File: config.mk
export PLATFORM = sky130hd
export DESIGN_NAME = tmr_apb4_sched
export DESIGN_NICKNAME = d
export VERILOG_FILES = /design/src/rtl/tmr_apb4_sched.sv
export SDC_FILE = /design/constraint.sdc
export NUM_CORES = 1
export LEC_CHECK = 0
export ABC_AREA = 1
export CORE_ASPECT_RATIO = 1.1
export CORE_MARGIN = 2
export CORE_UTILIZATION = 35
export DETAILED_ROUTE_END_ITERATION = 12
export PLACE_DENSITY = 0.68
export SLEW_MARGIN = 20
export SYNTH_ARGS = -nofsm -noshare
export SYNTH_HDL_FRONTEND = slang
export SYNTH_SLANG_ARGS = --single-unit
File: constraint.sdc
create_clock -name clk_i -period 2.25 [get_ports clk_i]
set_input_delay 0.225 -clock clk_i [delete_from_list [all_inputs] [get_ports clk_i]]
set_output_delay 0.225 -clock clk_i [all_outputs]
set_load 0.03 [all_outputs]
File: src/rtl/tmr_apb4_sched.sv
// APB4 master that time-shares one timer among NUM_REQ one-shot timeout requesters.
// Round-robin grant, program PSCR/CMP/CTRL, wait for IRQ (with watchdog), clear, disable, report.
module tmr_apb4_sched #(
  parameter int unsigned NUM_REQ    = 4,
  parameter int unsigned PSCR_WIDTH = 20,
  parameter int unsigned CMP_WIDTH  = 32,
  parameter logic [31:0] BASE_ADDR  = 32'h0,
  parameter logic [31:0] TMO_CYC    = 32'hFFFF_FFFF
) (
  input  logic                          clk_i,
  input  logic                          rst_n_i,
  input  logic [NUM_REQ-1:0]            req_i,
  input  logic [NUM_REQ*PSCR_WIDTH-1:0] pscr_i,
  input  logic [NUM_REQ*CMP_WIDTH-1:0]  cmp_i,
  output logic [NUM_REQ-1:0]            gnt_o,
  output logic [NUM_REQ-1:0]            done_o,
  output logic                          err_o,
  output logic                          busy_o,
  input  logic                          irq_i,
  output logic [31:0]                   paddr_o,
  output logic                          psel_o,
  output logic                          penable_o,
  output logic                          pwrite_o,
  output logic [31:0]                   pwdata_o,
  input  logic [31:0]                   prdata_i,
  input  logic                          pready_i,
  input  logic                          pslverr_i
);

  localparam int unsigned IDX_W    = $clog2(NUM_REQ);
  localparam logic [31:0] OFF_CTRL = 32'h00;
  localparam logic [31:0] OFF_PSCR = 32'h04;
  localparam logic [31:0] OFF_CMP  = 32'h0C;
  localparam logic [31:0] OFF_STAT = 32'h10;
  localparam logic [31:0] CTRL_ARM = 32'h5;

  typedef enum logic [2:0] {
    IDLE, WR_PSCR, WR_CMP, WR_CTRL, WAIT_IRQ, RD_STAT, WR_DIS, DONE
  } state_t;

  state_t                  state_q, state_d;
  logic [IDX_W-1:0]        ptr_q, ptr_d;
  logic [PSCR_WIDTH-1:0]   pscr_q, pscr_d;
  logic [CMP_WIDTH-1:0]    cmp_q, cmp_d;
  logic [31:0]             wdog_q, wdog_d;
  logic                    sticky_q, sticky_d;
  logic [NUM_REQ-1:0]      gnt_d, done_d;
  logic                    err_d, busy_d;
  logic [31:0]             paddr_d, pwdata_d;
  logic                    psel_d, penable_d, pwrite_d;
  logic                    xfer_done;
  logic                    found;
  logic [IDX_W-1:0]        win, cand;

  // Read data carries nothing we need: reading STAT is only to clear the IRQ.
  logic unused_prdata;
  assign unused_prdata = ^prdata_i;

  // Round-robin pick: first requester after the pointer, wrapping modulo NUM_REQ.
  always_comb begin
    found = 1'b0;
    win   = '0;
    cand  = '0;
    for (int unsigned i = 1; i <= NUM_REQ; i++) begin
      cand = IDX_W'((32'(ptr_q) + i) % NUM_REQ);
      if (!found && req_i[cand]) begin
        found = 1'b1;
        win   = cand;
      end
    end
  end

  always_comb begin
    state_d   = state_q;
    ptr_d     = ptr_q;
    pscr_d    = pscr_q;
    cmp_d     = cmp_q;
    wdog_d    = wdog_q;
    sticky_d  = sticky_q;
    gnt_d     = gnt_o;
    done_d    = '0;
    err_d     = 1'b0;
    paddr_d   = '0;
    pwdata_d  = '0;
    xfer_done = psel_o && penable_o && pready_i;

    case (state_q)
      IDLE: begin
        if (found) begin
          state_d = WR_PSCR;
          ptr_d   = win;
          gnt_d   = NUM_REQ'(1) << win;
          pscr_d  = PSCR_WIDTH'(pscr_i >> (32'(win) * PSCR_WIDTH));
          cmp_d   = CMP_WIDTH'(cmp_i >> (32'(win) * CMP_WIDTH));
        end
      end
      WR_PSCR: if (xfer_done) state_d = pslverr_i ? WR_DIS : WR_CMP;
      WR_CMP:  if (xfer_done) state_d = pslverr_i ? WR_DIS : WR_CTRL;
      WR_CTRL: begin
        if (xfer_done) begin
          state_d = pslverr_i ? WR_DIS : WAIT_IRQ;
          wdog_d  = TMO_CYC;
        end
      end
      // IRQ has priority over a watchdog expiry in the same cycle.
      WAIT_IRQ: begin
        if (irq_i) begin
          state_d = RD_STAT;
        end else if (TMO_CYC != 32'd0) begin
          if (wdog_q <= 32'd1) begin
            sticky_d = 1'b1;
            state_d  = WR_DIS;
          end else begin
            wdog_d = wdog_q - 32'd1;
          end
        end
      end
      RD_STAT: if (xfer_done) state_d = WR_DIS;
      WR_DIS:  if (xfer_done) state_d = DONE;
      DONE: begin
        sticky_d = 1'b0;
        state_d  = IDLE;
      end
      default: state_d = IDLE;
    endcase

    if (xfer_done && pslverr_i) sticky_d = 1'b1;

    if (state_q == WR_DIS && state_d == DONE) begin
      done_d = gnt_o;
      gnt_d  = '0;
      err_d  = sticky_d;
    end

    // Bus outputs are derived from the next state so they appear registered.
    busy_d    = (state_d != IDLE);
    psel_d    = state_d inside {WR_PSCR, WR_CMP, WR_CTRL, RD_STAT, WR_DIS};
    penable_d = psel_o && !xfer_done;
    pwrite_d  = psel_d && (state_d != RD_STAT);

    case (state_d)
      WR_PSCR: begin paddr_d = BASE_ADDR + OFF_PSCR; pwdata_d = 32'(pscr_d); end
      WR_CMP:  begin paddr_d = BASE_ADDR + OFF_CMP;  pwdata_d = 32'(cmp_d);  end
      WR_CTRL: begin paddr_d = BASE_ADDR + OFF_CTRL; pwdata_d = CTRL_ARM;    end
      RD_STAT: begin paddr_d = BASE_ADDR + OFF_STAT; pwdata_d = '0;          end
      WR_DIS:  begin paddr_d = BASE_ADDR + OFF_CTRL; pwdata_d = '0;          end
      default: ;
    endcase
  end

  always_ff @(posedge clk_i or negedge rst_n_i) begin
    if (!rst_n_i) begin
      state_q   <= IDLE;
      ptr_q     <= IDX_W'(NUM_REQ - 1);
      pscr_q    <= '0;
      cmp_q     <= '0;
      wdog_q    <= '0;
      sticky_q  <= 1'b0;
      gnt_o     <= '0;
      done_o    <= '0;
      err_o     <= 1'b0;
      busy_o    <= 1'b0;
      paddr_o   <= '0;
      psel_o    <= 1'b0;
      penable_o <= 1'b0;
      pwrite_o  <= 1'b0;
      pwdata_o  <= '0;
    end else begin
      state_q   <= state_d;
      ptr_q     <= ptr_d;
      pscr_q    <= pscr_d;
      cmp_q     <= cmp_d;
      wdog_q    <= wdog_d;
      sticky_q  <= sticky_d;
      gnt_o     <= gnt_d;
      done_o    <= done_d;
      err_o     <= err_d;
      busy_o    <= busy_d;
      paddr_o   <= paddr_d;
      psel_o    <= psel_d;
      penable_o <= penable_d;
      pwrite_o  <= pwrite_d;
      pwdata_o  <= pwdata_d;
    end
  end

endmodule

== After elaboration in Yosys (flattened, before gate mapping) ==
Cells that the tools add are included.

* Register bits after elaboration: 167
* Latch bits: 0
* RAM bits: 0
* Bits in read-only memories: 0
* Input bits: 249
* Output and inout bits: 77
* Logic and storage cells: 115
* Memories kept: 0

* Add/sub/neg operators: 5
* Multiply operators: 1
* Div/mod/pow operators: 0
* $lt $le $gt $ge: 5
* Eq/ne operators: 17
* Shift operators: 3
* Muxes and demuxes: 47
* Bitwise logic cells: 0
* Reductions and logical operators: 22

{| class="wikitable"
|+ Operators by type and width
! cell !! number
|-
| 32-bit 2-to-1 mux || 5
|-
| 128-bit by 7-bit right shift with 32-bit output || 1
|-
| 32-bit case mux with 3 select lines || 1
|-
| 80-bit by 7-bit right shift with 20-bit output || 1
|-
| 32-bit case mux with 2 select lines || 1
|-
| 20-bit 2-to-1 mux || 2
|-
| 32-bit by 1-bit <= comparator with 1-bit output (second input constant) || 1
|-
| 32-bit by 1-bit subtractor with 32-bit output (second input constant) || 1
|-
| 3-bit 2-to-1 mux || 10
|-
| 3-bit case mux with 8 select lines || 1
|-
| 3-bit equality test (second input constant) || 7
|-
| 4-bit 2-to-1 mux || 4
|-
| 5-bit case mux with 3 select lines || 1
|-
| 3-bit by 2-bit equality test with 1-bit output (second input constant) || 4
|-
| 2-bit by 3-bit < comparator with 1-bit output (second input constant) || 4
|-
| 1-bit 2-to-1 mux || 12
|-
| 2-bit 2-to-1 mux || 5
|-
| 1-bit logical AND || 9
|-
| 1-bit binary-select mux with 2-bit select || 4
|-
| 3-bit by 1-bit equality test with 1-bit output (second input constant) || 2
|-
| 2-bit inequality test (second input constant) || 3
|-
| 2-bit nonzero test || 3
|-
| 2-bit by 3-bit multiplier with 5-bit output (second input constant) || 1
|-
| 5-bit nonzero test || 1
|-
| other kinds (10) || 16
|}

== Logic depth before layout (Yosys ltp) ==
* Depth after elaboration: 19
* Depth in mapped cells: 18

== Least setup slack after synthesis ==
OpenSTA, ideal clock, no wires.

* Kind: reg2reg
* Start: register wdog_q[0]
* End: register wdog_q[20]
* Library setup time: 0.118 ns
* Arrival time: 2.079 ns
* Required time: 2.132 ns
* Path slack: 0.053 ns
* Stages on the path, launching flop included: 14
* Path buffers: 1
* Period minus slack after synthesis: 2.197 ns
* Cells stage by stage: dfrtp_1 -> inv_1 -> ha_1 -> inv_1 -> nor2_1 -> inv_1 -> nor2_1 -> o211ai_1 -> nand2_1 -> nand2_1 -> nand2_1 -> clkbuf_1 -> a31oi_1 -> a21o_1

* Word-level cells in the longest chain between the ends: 4

{| class="wikitable"
|+ RTL lines
! element !! line !! source
|-
| from (decl) || 45 || <nowiki>logic [31:0] wdog_q, wdog_d;</nowiki>
|-
| from (signal assigned) || 173 || <nowiki>wdog_q <= wdog_d;</nowiki>
|-
| 32-bit by 1-bit subtractor with 32-bit output || 114 || <nowiki>wdog_d = wdog_q - 32'd1;</nowiki>
|-
| 32-bit 2-to-1 mux || 110 || <nowiki>if (wdog_q <= 32'd1) begin</nowiki>
|-
| 32-bit 2-to-1 mux || 107 || <nowiki>if (irq_i) begin</nowiki>
|-
| 32-bit case mux with 2 select lines || 87 || <nowiki>case (state_q)</nowiki>
|}

Parallel ways exist; a longest one is shown, timed or not. The select of a mux whose other input is x is not followed.
A chain may end at the register's enable or synchronous reset.

== Final worst setup path ==
* Start: register ptr_q[0]
* End: register cmp_q[25]

* Word-level cells in the longest chain between the ends: 16

{| class="wikitable"
|+ RTL lines
! element !! line !! source
|-
| from (decl) || 42 || <nowiki>logic [IDX_W-1:0] ptr_q, ptr_d;</nowiki>
|-
| from (signal assigned) || 154 || <nowiki>ptr_q <= IDX_W'(NUM_REQ - 1);</nowiki>
|-
| from (signal assigned) || 170 || <nowiki>ptr_q <= ptr_d;</nowiki>
|-
| 2-bit by 1-bit adder with 2-bit output || 65 || <nowiki>cand = IDX_W'((32'(ptr_q) + i) % NUM_REQ);</nowiki>
|-
| 1-bit binary-select mux with 2-bit select || 66 || <nowiki>if (!found && req_i[cand]) begin</nowiki>
|-
| 1-bit 2-to-1 mux (not written as such) || 66 ||
|-
| 1-bit 2-to-1 mux || 66 ||
|-
| 1-bit zero test || 66 ||
|-
| 1-bit logical AND || 66 ||
|-
| 1-bit 2-to-1 mux || 66 ||
|-
| 1-bit zero test || 66 ||
|-
| 1-bit logical AND || 66 ||
|-
| 1-bit 2-to-1 mux || 66 ||
|-
| 1-bit zero test || 66 ||
|-
| 1-bit logical AND || 66 ||
|-
| 2-bit 2-to-1 mux || 66 ||
|-
| 128-bit by 7-bit right shift with 32-bit output || 94 || <nowiki>cmp_d = CMP_WIDTH'(cmp_i >> (32'(win) * CMP_WIDTH));</nowiki>
|-
| 32-bit 2-to-1 mux * || 89 || <nowiki>if (found) begin</nowiki>
|-
| 32-bit 2-to-1 mux * || 87 ||
|-
| net cmp_d[25] || 44 || <nowiki>logic [CMP_WIDTH-1:0] cmp_q, cmp_d;</nowiki>
|-
| to (signal assigned) || 172 || <nowiki>cmp_q <= cmp_d;</nowiki>
|-
| to (decl) || 44 ||
|}

The timed path passes the listed nets; every way through them passes the cells marked *. The select of a mux whose other input is x is not followed.

==> results.py <==
metrics = {
    "outcome": {
        "status": "complete, but fails checks",
        "violations": "setup timing",
    },
    "layout": {
        "utilization": 0.591,
        "final_nets": 1962,
        "area_growth_pct": 65.4,
        "drive_gt1_frac": 0.227,
    },
    "synth": {
        "synth-seq-cells": 138,
        "yosysMostFrequentCell": "nand2_1",
        "async_reset_ff_frac": 1.00,
        "synthCells": 1307,
        "synth_commonest_cells": "nand2_1, dfrtp_1, nor2_1",
        "netlist_area_mm2": 0.00880,
        "ys_seq_area_frac": 0.393,
        "avgSynthCellArea_um2": 6.73,
        "synth_area_leader_cell": "dfrtp_1",
        "synth_edf_count": 0,
        "ys_types": 44,
        "netlist.area_leader.share": 0.387,
        "ys_warn_count": 0,
        "synthTopCellsByArea": "dfrtp_1, nand2_1, nand3_1",
        "ys.flop_type": "dfrtp_1",
    },
    "clock_tree": {
        "path_clk_slew_ns": 0.07,
        "cts.sinks": 138,
        "cts_inserted_buffers": 17,
        "root_buffer": "clkbuf_16",
        "ctsHtreeMaxLevel": 4,
        "clk_path_buf_depth": 2,
        "tritoncts": "yes",
        "clk_latency_ns": 0.43,
    },
    "detailed_routing": {
        "routed_wl_mm": 33.2,
        "postRouteAntennaNets": 0,
        "drc": 0,
        "vias": 9994,
        "drt-vias-per-instance": 4.91,
        "wl_per_cell_um": 16.3,
        "first_pass_iters": 4,
        "first_iter_violations": 461,
    },
    "worst_setup_path": {
        "rr_worst_depth": 18,
        "worstPathRequired_ns": 2.55,
        "critPathCapture": "cmp_q[25]$_DFF_PN0_",
        "arrival_ns": 2.75,
        "rrSetupSlack_ns": -0.19,
        "crit_type": "flop to flop",
        "cp_max_fo": 8,
        "startpoint_type": "flop",
        "timing.rr.end": "cmp_q[25]$_DFF_PN0_",
        "end_kind": "flop",
        "critPathLaunch": "ptr_q[0]$_DFFE_PN1P_",
        "r2r-start": "ptr_q[0]$_DFFE_PN1P_",
    },
    "sta": {
        "setup_viol": 84,
        "skew_ns": 0.0188,
        "rsz0062_at_grt": "true",
        "tightest_slew_ns": 0.527,
        "slew_viol_final": 0,
        "setup_slack_ns": -0.195,
        "clock.fmax_mhz": 409,
        "period_share": 1.09,
        "maxSlewHeadroom": 0.649,
        "hold_violations": 0,
        "holdWs_ns": 0.322,
        "period_minus_slack_ns": 2.44,
        "fin_setup_tns_ns": -7.84,
    },
    "floorplanning": {
        "row_count": 60,
        "io_pins": 326,
        "die_x_um": 155,
        "core_mm2": 0.0246,
        "die_area_mm2": 0.0264,
        "start_util": 0.357,
        "die_h_um": 170,
    },
    "flow_run": {
        "maxCapViolations": 0,
    },
    "grt": {
        "antenna_found_initial": 2,
        "overflow": 0,
        "grt_pass1_wl_mm": 49.0,
        "track_usage": 0.236,
        "grt_pass1_vias": 9668,
        "grt_max_degree": 54,
    },
    "power_and_ir_drop": {
        "ir_drop_v": 0.00130,
        "power_leakage_nw": 6.99,
        "finalPower_mw": 27.5,
        "power_density_mw_per_mm2": 1890,
    },
    "placement": {
        "dp_hpwl_mm": 22.9,
        "port_buffers": 264,
        "gp_congestion": 0.903,
        "post-place-ws_ns": -0.489,
    },
    "hold_path": {
        "hp-class": "input port to async pin",
    },
}
[layout make-up]
| cell class | instances | area [µm²] |
|---|---|---|
| Timing Repair inverter | 1 | 8.76 |
| Antenna cell | 2 | 5.00 |
| Tap cell | 310 | 388 |
| Fill cell | 2234 | 10100 |
| Clock inverter | 15 | 178 |
| Multi-Input combinational cell | 1005 | 5070 |
| Sequential cell | 138 | 3460 |
| Inverter | 104 | 442 |
| Clock buffer | 17 | 425 |
| Timing Repair Buffer | 444 | 4580 |
[critical path, stage by stage, from the launching register on]
cell	delay (ns)
dfstp_2	0.59
inv_4	0.07
nand2_1	0.08
nand2_2	0.08
nand2_2	0.10
nand2_4	0.07
buf_6	0.12
a21oi_2	0.11
nand2_2	0.12
nand2_8	0.16
clkinv_16	0.12
buf_12	0.16
buf_6	0.12
nand2_2	0.05
nand2_2	0.05
nand2_2	0.06
nand2_2	0.06
nor2_4	0.12
nor2_1	0.05
[logic make-up after synthesis]
kind of cell	after synthesis	synth area share
AO/OA/AOI/OAI	107	0.0719
XOR/XNOR	13	0.0129
adder cells (fa/ha/maj)	2	0.00284
buffers and inverters	193	0.111
flip-flops	138	0.393
other	1	0.000426
AND/OR/NAND/NOR	853	0.408
[report_power, final]
group / total (mW) / switching (mW) / internal [mW]
combinational: 20.5 / 11.6 / 8.92
clock: 2.87 / 1.27 / 1.59
sequential: 4.19 / 0.480 / 3.71
total: 27.5 / 13.3 / 14.2
[routing by layer]
metal | wire [µm] | vias up | track usage
met1 | 13100 | 4738 | 0.273
li1 | - | 4866 | -
met4 | 962 | 0 | 0.0846
met2 | 17500 | 327 | 0.436
met5 | 0 | - | 0
met3 | 1560 | 63 | 0.0415
[flip-flops by register name, indices dropped and copies added (netlist names)]
| name | count |
|---|---|
| busy_o | 1 |
| cmp_q | 32 |
| done_o | 4 |
| err_o | 1 |
| gnt_o | 4 |
| paddr_o | 3 |
| penable_o | 1 |
| pscr_q | 20 |
| psel_o | 1 |
| ptr_q | 2 |
| pwdata_o | 32 |
| pwrite_o | 1 |
| state_q | 3 |
| sticky_q | 1 |
| wdog_q | 32 |
[cell usage in the layout (no fill, tap or decap), drive strengths merged, types with 3 or more instances in the layout]
| cell type | count |
|---|---|
| a31oi | 27 |
| clkdlybuf4s50 | 263 |
| clkinv | 8 |
| conb | 29 |
| nor3 | 9 |
| nand3 | 109 |
| xnor2 | 3 |
| dfrtp | 136 |
| nand3b | 11 |
| o22ai | 3 |
| buf | 174 |
| o31ai | 7 |
| o21ai | 46 |
| xor2 | 10 |
| nand2 | 550 |
| a21oi | 7 |
| o211ai | 5 |
| nor2 | 127 |
| nor4 | 4 |
| nand4 | 10 |
| clkbuf | 21 |
| a21o | 9 |
| or2 | 31 |
| inv | 110 |
[worst min-delay path by stage]
stage                        from  slack, ns  depth (start not counted)                     end
after floorplan           rst_n_i      -0.07                          0        busy_o$_DFF_PN0_
after global placement    rst_n_i       0.22                          1  wdog_q[24]$_DFFE_PN0P_
after detailed placement  rst_n_i       0.22                          1  wdog_q[24]$_DFFE_PN0P_
after CTS                 rst_n_i       0.33                          2     done_o[2]$_DFF_PN0_
after global routing      rst_n_i       0.36                          2  wdog_q[24]$_DFFE_PN0P_
final                     rst_n_i       0.32                          2  wdog_q[24]$_DFFE_PN0P_
[through the flow]
stage | area, µm² | cells
after CTS | 13900 | 2015
after global placement | 12600 | 1956
after floorplan | 8900 | 1335
final | 14600 | 2036
after detailed placement | 12600 | 1956
after global routing | 14600 | 2036
[repair_timing]
item | 4_1_cts | 5_1_grt
pin swaps | 16 | 48
hold buffers | 1 | 0
setup buffers | 16 | 16
hold endpoints to repair | 51 | 0
cloned | 10 | 5
setup endpoints to repair | 90 | 125
gates resized for setup | 96 | 121
No activity file was read; power rests on OpenSTA's default activity.
